==> src/rtl/vga_sync_decoder.sv <==
// Receive-side VGA timing recovery: measures line/frame lengths from hsync/vsync,
// locks after consecutive identical frames and regenerates pixel coordinates.
module vga_sync_decoder #(
  parameter int unsigned HBP         = 144,
  parameter int unsigned VBP         = 31,
  parameter int unsigned H_ACTIVE    = 640,
  parameter int unsigned V_ACTIVE    = 480,
  parameter int unsigned LOCK_FRAMES = 2
) (
  input  logic       dclk,
  input  logic       clr,
  input  logic       hsync,
  input  logic       vsync,
  output logic [9:0] x,
  output logic [9:0] y,
  output logic       active,
  output logic       frame_start,
  output logic       locked,
  output logic [9:0] h_total,
  output logic [9:0] v_total
);

  localparam int unsigned CW    = 10;
  localparam int unsigned CNT_W = 3;

  localparam logic [CW-1:0]    CNT_MAX = {CW{1'b1}};
  localparam logic [CW-1:0]    HBP_C   = CW'(HBP);
  localparam logic [CW-1:0]    H_END_C = CW'(HBP + H_ACTIVE);
  localparam logic [CW-1:0]    VBP_C   = CW'(VBP);
  localparam logic [CW-1:0]    V_END_C = CW'(VBP + V_ACTIVE);
  localparam logic [CNT_W-1:0] LOCK_C  = CNT_W'(LOCK_FRAMES);

  typedef enum logic [1:0] {SEARCH, CHECK, LOCKED} state_e;

  state_e           state_q, state_d;
  logic             hs_q, vs_q;
  logic [CW-1:0]    hc_q, hc_d;
  logic [CW-1:0]    vc_q, vc_d;
  logic [CW-1:0]    line_len_q, line_len_d;
  logic [CW-1:0]    line_ref_q, line_ref_d;
  logic             line_ok_q, line_ok_d;
  logic [CNT_W-1:0] cnt_q, cnt_d;
  logic [CW-1:0]    h_total_q, h_total_d;
  logic [CW-1:0]    v_total_q, v_total_d;
  logic             frame_start_q;

  logic             hfall, vfall, timeout_c, win_c, frames_match_c;
  logic [CW-1:0]    line_len_c, frame_len_c;
  logic [CNT_W-1:0] cnt_n;

  // Edge detection, counters and per-frame line-length bookkeeping
  always_comb begin
    hfall       = hs_q & ~hsync;
    vfall       = vs_q & ~vsync;
    line_len_c  = hc_q + CW'(1);
    frame_len_c = vc_q + CW'(1);

    hc_d = (hc_q == CNT_MAX) ? CNT_MAX : hc_q + CW'(1);
    if (hfall) hc_d = '0;

    vc_d = vc_q;
    if (vfall)      vc_d = '0;
    else if (hfall) vc_d = (vc_q == CNT_MAX) ? CNT_MAX : vc_q + CW'(1);

    line_len_d = hfall ? line_len_c : line_len_q;
    timeout_c  = (hc_d == CNT_MAX);

    line_ref_d = line_ref_q;
    line_ok_d  = line_ok_q;
    if (vfall) begin
      line_ref_d = line_len_d;
      line_ok_d  = 1'b1;
    end else if (hfall && (line_len_c != line_ref_q)) begin
      line_ok_d = 1'b0;
    end
  end

  // Lock FSM; decisions at vfall use the statistics of the frame that just ended
  always_comb begin
    state_d        = state_q;
    cnt_d          = cnt_q;
    h_total_d      = h_total_q;
    v_total_d      = v_total_q;
    cnt_n          = cnt_q;
    frames_match_c = line_ok_q && (line_ref_q == h_total_q) && (frame_len_c == v_total_q);
    case (state_q)
      SEARCH: begin
        if (vfall) begin
          state_d = CHECK;
          cnt_d   = '0;
        end
      end
      CHECK: begin
        if (timeout_c) begin
          state_d = SEARCH;
        end else if (vfall) begin
          if (cnt_q == '0) begin
            h_total_d = line_ref_q;
            v_total_d = frame_len_c;
            cnt_n     = line_ok_q ? CNT_W'(1) : '0;
          end else if (frames_match_c) begin
            cnt_n = cnt_q + CNT_W'(1);
          end else begin
            h_total_d = line_ref_q;
            v_total_d = frame_len_c;
            cnt_n     = '0;
          end
          cnt_d = cnt_n;
          if (cnt_n == LOCK_C) state_d = LOCKED;
        end
      end
      LOCKED: begin
        if ((hfall && !vfall && (line_len_c != h_total_q)) ||
            (vfall && (frame_len_c != v_total_q)) || timeout_c) begin
          state_d = SEARCH;
        end
      end
      default: state_d = SEARCH;
    endcase
  end

  always_ff @(posedge dclk or posedge clr) begin
    if (clr) begin
      state_q       <= SEARCH;
      hs_q          <= 1'b1;
      vs_q          <= 1'b1;
      hc_q          <= '0;
      vc_q          <= '0;
      line_len_q    <= '0;
      line_ref_q    <= '0;
      line_ok_q     <= 1'b0;
      cnt_q         <= '0;
      h_total_q     <= '0;
      v_total_q     <= '0;
      frame_start_q <= 1'b0;
    end else begin
      state_q       <= state_d;
      hs_q          <= hsync;
      vs_q          <= vsync;
      hc_q          <= hc_d;
      vc_q          <= vc_d;
      line_len_q    <= line_len_d;
      line_ref_q    <= line_ref_d;
      line_ok_q     <= line_ok_d;
      cnt_q         <= cnt_d;
      h_total_q     <= h_total_d;
      v_total_q     <= v_total_d;
      frame_start_q <= vfall;
    end
  end

  // Coordinate decode straight from the registered counters and state
  always_comb begin
    locked      = (state_q == LOCKED);
    frame_start = frame_start_q;
    h_total     = h_total_q;
    v_total     = v_total_q;
    win_c       = (hc_q >= HBP_C) && (hc_q < H_END_C) && (vc_q >= VBP_C) && (vc_q < V_END_C);
    active      = locked && win_c;
    x           = active ? hc_q - HBP_C : '0;
    y           = active ? vc_q - VBP_C : '0;
  end

endmodule

==> config.mk <==
export PLATFORM = sky130hd
export DESIGN_NAME = vga_sync_decoder
export DESIGN_NICKNAME = d
export VERILOG_FILES = /design/src/rtl/vga_sync_decoder.sv
export SDC_FILE = /design/constraint.sdc
export NUM_CORES = 1
export LEC_CHECK = 0
export ABC_CLOCK_PERIOD_IN_PS = 7200
export BUFFER_PORTS_ARGS = -buffer_cell sky130_fd_sc_hd__buf_2
export CAP_MARGIN = 20
export CORE_UTILIZATION = 40
export CTS_CLUSTER_SIZE = 16
export DETAILED_ROUTE_END_ITERATION = 12
export SLEW_MARGIN = 20
export SYNTH_ARGS = -nofsm -noshare
export SYNTH_HDL_FRONTEND = slang
export SYNTH_SLANG_ARGS = --single-unit
==> constraint.sdc <==
create_clock -name dclk -period 7.2 [get_ports dclk]
set_input_delay 0.36 -clock dclk [delete_from_list [all_inputs] [get_ports dclk]]
set_output_delay 0.36 -clock dclk [all_outputs]
set_load 0.01 [all_outputs]
# Yosys cells after proc, flatten, opt, wreduce, memory -nomap -nowiden
# Index checks and enable logic that the tools add are counted.
[op_classes] n_lt_le_gt_ge=4 eq_ne=18 n_mux=30 bitwise=5 add_sub_neg=5 n_reduce_logical=21
[ops] cell="10-bit 2-to-1 mux" count=12
[ops] cell="10-bit == test (second input constant)" count=3
[ops] cell="10-bit != test" count=3
[ops] cell="3-bit 2-to-1 mux" count=8
[ops] cell="10-bit by 1-bit adder with 10-bit output (second input constant)" count=2
[ops] cell="10-bit == test" count=2
[ops] cell="4-bit AND reduction" count=3
[ops] cell="10-bit by 5-bit >= comparator with 1-bit output (second input constant)" count=1
[ops] cell="10-bit by 8-bit >= comparator with 1-bit output (second input constant)" count=1
[ops] cell="1-bit logical AND" count=10
[ops] cell="10-bit < comparator (second input constant)" count=1
[ops] cell="10-bit by 9-bit < comparator with 1-bit output (second input constant)" count=1
[ops] cell="2-bit 2-to-1 mux" count=5
[ops] cell="10-bit by 5-bit subtractor with 10-bit output (second input constant)" count=1
[ops] cell="10-bit by 8-bit subtractor with 10-bit output (second input constant)" count=1
[ops] cell="2-bit != test (second input constant)" count=3
[ops] cell="3-bit != test (second input constant)" count=2
[ops] cell="2-bit case mux with 3 select lines" count=1
[ops] cell="3-bit case mux with 2 select lines" count=1
[ops] cell="2-bit nonzero test" count=3
[ops] cell="2-bit by 1-bit != test with 1-bit output (second input constant)" count=2
[ops] cell="3-bit by 1-bit adder with 3-bit output (second input constant)" count=1
[ops] cell="3-bit by 2-bit == test with 1-bit output (second input constant)" count=1
[ops] cell="3-bit logical NOT" count=1
[ops] cell="other kinds (8)" count=14
[word_totals] regBits=69 in_bits=4 word_cells=95 out_inout_bits=43

# Logic depth before layout (Yosys ltp)
[depth] ltp_word=13 ltp_mapped=12 ltp_nobuf=9

# Worst setup path before layout
# OpenSTA, ideal clock, no wires.
[synth_timing] path_type="reg2reg" start="register vc_q[0]" end="register h_total_q[2], in the netlist h_total[2]" path_slack_ns=4.378 synth_period_minus_slack_ns=2.822 t_required_ns=7.075 path_buffers=4 setup_ns=0.125 path_stages_with_launch=13 arrival_time_ns=2.697 path_cell_list="dfrtp_1 -> ha_1 -> clkbuf_1 -> and4_2 -> buf_2 -> a21oi_1 -> nand3b_1 -> nor4_1 -> nand4_2 -> nand2b_1 -> buf_6 -> buf_12 -> mux2_4"
[synth_between] elab_chain_cells=5
[synth_lines] element="from (decl)" line_no="38" source="logic [CW-1:0] vc_q, vc_d;"
[synth_lines] element="from (signal assigned)" line_no="141" source="vc_q <= vc_d;"
[synth_lines] element="10-bit by 1-bit adder with 10-bit output" line_no="56" source="frame_len_c = vc_q + CW'(1);"
[synth_lines] element="10-bit == test" line_no="85" source="frames_match_c = line_ok_q && (line_ref_q == h_total_q) && (frame_len_c == v_total_q);"
[synth_lines] element="1-bit logical AND" line_no="85"
[synth_lines] element="2-bit by 1-bit != test with 1-bit output (no source line)"
[synth_lines] element="4-bit AND reduction (no source line)"
[synth_lines] element="to (signal assigned)" line_no="146" source="h_total_q <= h_total_d;"
[synth_lines] element="to (decl)" line_no="43" source="logic [CW-1:0] h_total_q, h_total_d;"
# Every way passes these cells.
# A chain may end at the register's enable or synchronous reset.

# Final worst setup path
[layout_timing] start="register hc_q[4]" end="output port x[7]"
[layout_between] elab_chain_cells=6 elab_cells_between_ends=8 classes_between="add/sub (1); order compare (2); mux (1); reduce/logical (4)"
[layout_lines] element="from (decl)" line_no="37" source="logic [CW-1:0] hc_q, hc_d;"
[layout_lines] element="from (signal assigned)" line_no="127" source="hc_q <= '0;"
[layout_lines] element="from (signal assigned)" line_no="140" source="hc_q <= hc_d;"
[layout_lines] element="10-bit by 8-bit >= comparator with 1-bit output or 10-bit < comparator (tied branches)" line_no="158" source="win_c = (hc_q >= HBP_C) && (hc_q < H_END_C) && (vc_q >= VBP_C) && (vc_q < V_END_C);"
[layout_lines] element="1-bit logical AND (3 in series)" line_no="158"
[layout_lines] element="1-bit logical AND" line_no="159" source="active = locked && win_c;"
[layout_lines] element="10-bit 2-to-1 mux *" line_no="160" source="x = active ? hc_q - HBP_C : '0;"
[layout_lines] element="to (decl)" line_no="14" source="output logic [9:0] x,"
# Mark *: on every way between the ends. The rest lies on a longest branch, timed or not.

==> results.toml <==
[timing]
rsz0062_at_grt = "no"
relSlewSlack = 0.245
fin_crit_sh = 0.512
finClkSkew_ns = 0.00667
timing.fmax_mhz = 271
final.setup.tns_ns = 0
setup_viol = 0
slew_violations = 0
finalHoldViolCount = 0
hold_ws_ns = 0.119
worst_pin_slew_ns = 1.13
period_minus_slack_ns = 3.68

[route]
num_vias = 3300
wl_per_cell_um = 16.9
met1Wirelength_um = 5060
wl_met3_um = 378
dr.pass1.iters = 4
met2_length_um = 4790
top_layer_used = "met4"
ant_nets = 0
via_per_inst = 5.43
routed_wl_um = 10300
initialDrtViolationCount = 227
drc = 0

[yosys]
syn_area_sq_um = 4140
synth_nets = 449
synth-seq-cells = 69
netlist_top_cells_area = "dfrtp_1, xnor2_1, mux2_2"
ys_seq_area_frac = 0.418
synth_top_area_frac = 0.405
ys.flop_type = "dfrtp_1"
async_reset_ff_frac = 1.00
yosys_warnings = 0
synth_top_cell_by_area = "dfrtp_1"
avgSynthCellArea_sq_um = 9.48
yosysUniqueCellTypes = 64
synth_edf_count = 0
syn_inst = 437

[clock_network]
clkTransAtPathRegs_ns = 0.08
post_cts_buffers = 0
cts.sinks = 69
cts_tree = "built"
cts_resized = 0
cts_max_path_buffers = 2
clkLatencyLatePin_ns = 0.34
cts-htree-levels = 3
cts_root_buf = "clkbuf_8"
cts_buffers = 9
cts_hold_buffers = 0

[place]
gp_congestion = 0.877
dp_hpwl_um = 7230
io_buffers = 46
place_inst = 592

[cells_and_area]
fin_nets = 482
final_cell_mix = "dfrtp_1, buf_2, nand2_1"
stdcell_count = 608
layout_commonest_cell = "dfrtp_1"
diodes = 0
area_growth_pct = 12.1
drive_above_1_share = 0.219

[floorplan]
die_w_um = 104
dieArea_sq_um = 10800
die_h_um = 104
coreArea_sq_um = 9910
ios = 47
rows = 36
start_util = 0.418

[global_routing]
grt_max_degree = 70
grtUsageTotal = 0.195
grt-ovfl-total = 0
antenna_found_initial = 0
grt_pass1_wl_um = 16700
grt_pass1_vias = 3094

[pwr]
p_leak_nw = 2.22
vdd_drop_max_v = 0.000183
powerDensity_nw_per_um2 = 234

[setup_path]
crit_start = "hc_q[4]$_DFF_PP0_"
path_cells = "inv_1, ha_1, nand2b_1, a32o_1, o31ai_1, nor3b_1, o211ai_1, buf_4, nor3_1, buf_2"
rr_endpoint = "v_total[1]$_DFFE_PP0P_"
crit_type = "reg2out"
crit_required_ns = 6.84
r2r-start = "hc_q[0]$_DFF_PP0_"
r2r_setup_slack_ns = 3.55
cp_slowest_cell = "dfrtp_1"
cp_max_fo = 12
cp-end-kind = "primary output"
rr_worst_depth = 8
worstSetupStartpointType = "flop"
endpoint = "x[7]"
arrival_ns = 3.32
cpPeakStageDelay_ns = 0.58

[outcome]
status = "finished clean"

[min_path]
hold_path_class = "in2reg"

[run]
drv_cap = 0
## power by group
group          switching [W]  internal, W
Clock               0.000153     0.000179
Sequential         0.0000698     0.000436
Combinational       0.000136     0.000115
## per-stage QoR
| stage | power (W) | setup slack [ns] | util | instance area (sq um) |
|---|---|---|---|---|
| after floorplan | 0.000683 | 4.38 | - | 4140 |
| after global placement | 0.000761 | 3.78 | 0.447 | 4430 |
| after detailed placement | 0.000763 | 3.61 | 0.447 | 4430 |
| after CTS | 0.00110 | 3.48 | 0.469 | 4640 |
| after global routing | 0.00115 | 3.33 | 0.469 | 4640 |
| final | 0.00109 | 3.52 | 0.469 | 4640 |
## layout make-up
class / count / area, sq um
timing repair buffer: 50 / 260
tap: 133 / 166
sequential: 69 / 1730
clock inverter: 5 / 58.8
fill: 1000 / 5270
clock buffer: 11 / 151
multi-input combinational: 318 / 2200
inverter: 22 / 82.6
## worst min-delay path by stage
stage	to	slack (ns)	cells after the start	from
after floorplan	hs_q$_DFF_PP1_	0.36	0	hsync
after global placement	state_q[0]$_DFFE_PP0P_	0.43	1	state_q[1]$_DFFE_PP0P_
after detailed placement	state_q[0]$_DFFE_PP0P_	0.43	1	state_q[1]$_DFFE_PP0P_
after CTS	vs_q$_DFF_PP1_	0.10	1	vsync
after global routing	vs_q$_DFF_PP1_	0.10	1	vsync
final	vs_q$_DFF_PP1_	0.12	1	vsync
## critical path, delay by kind of cell (launching register included)
family	cells	cell delay [ns]
compound gates	3	0.79
fa+ha+maj	1	0.23
buf+inv	3	0.67
simple gates	3	0.72
flops	1	0.58
## Yosys cell counts, drive strengths merged (4+ instances only)
master and instances:
inv 22, ha 8, xor2 20, nor4 5, nand3 16, mux2 21
dfrtp 67, nor3 11, and4 4, nand2 39, a21oi 27, buf 8
nor2 30, nand2b 5, and3 5, clkbuf 20, xnor2 36, nand4 13
o21ai 21, mux2i 5
## logic make-up after synthesis
| group | share of synthesized area |
|---|---|
| AOI/OAI and AO/OA | 0.129 |
| xor gates and xnor gates | 0.124 |
| adders and majority gates | 0.0242 |
| buffers and inverters | 0.0523 |
| DFF | 0.418 |
| muxes | 0.0737 |
| and+or+nand+nor | 0.179 |
## flip-flops by register name, summed over array words and instances, names as in the netlist
register,cells
h_total,10
hc_q,10
line_len_q,10
line_ref_q,10
v_total,10
vc_q,10
cnt_q,3
state_q,2
frame_start,1
hs_q,1
line_ok_q,1
vs_q,1
## metal layers
metal	vias to the layer above	track usage
met3	7	0.0327
met4	0	0.0459
met5	-	0
met2	69	0.304
met1	1621	0.284
li1	1603	-
Power figures use the tool's default switching activity.
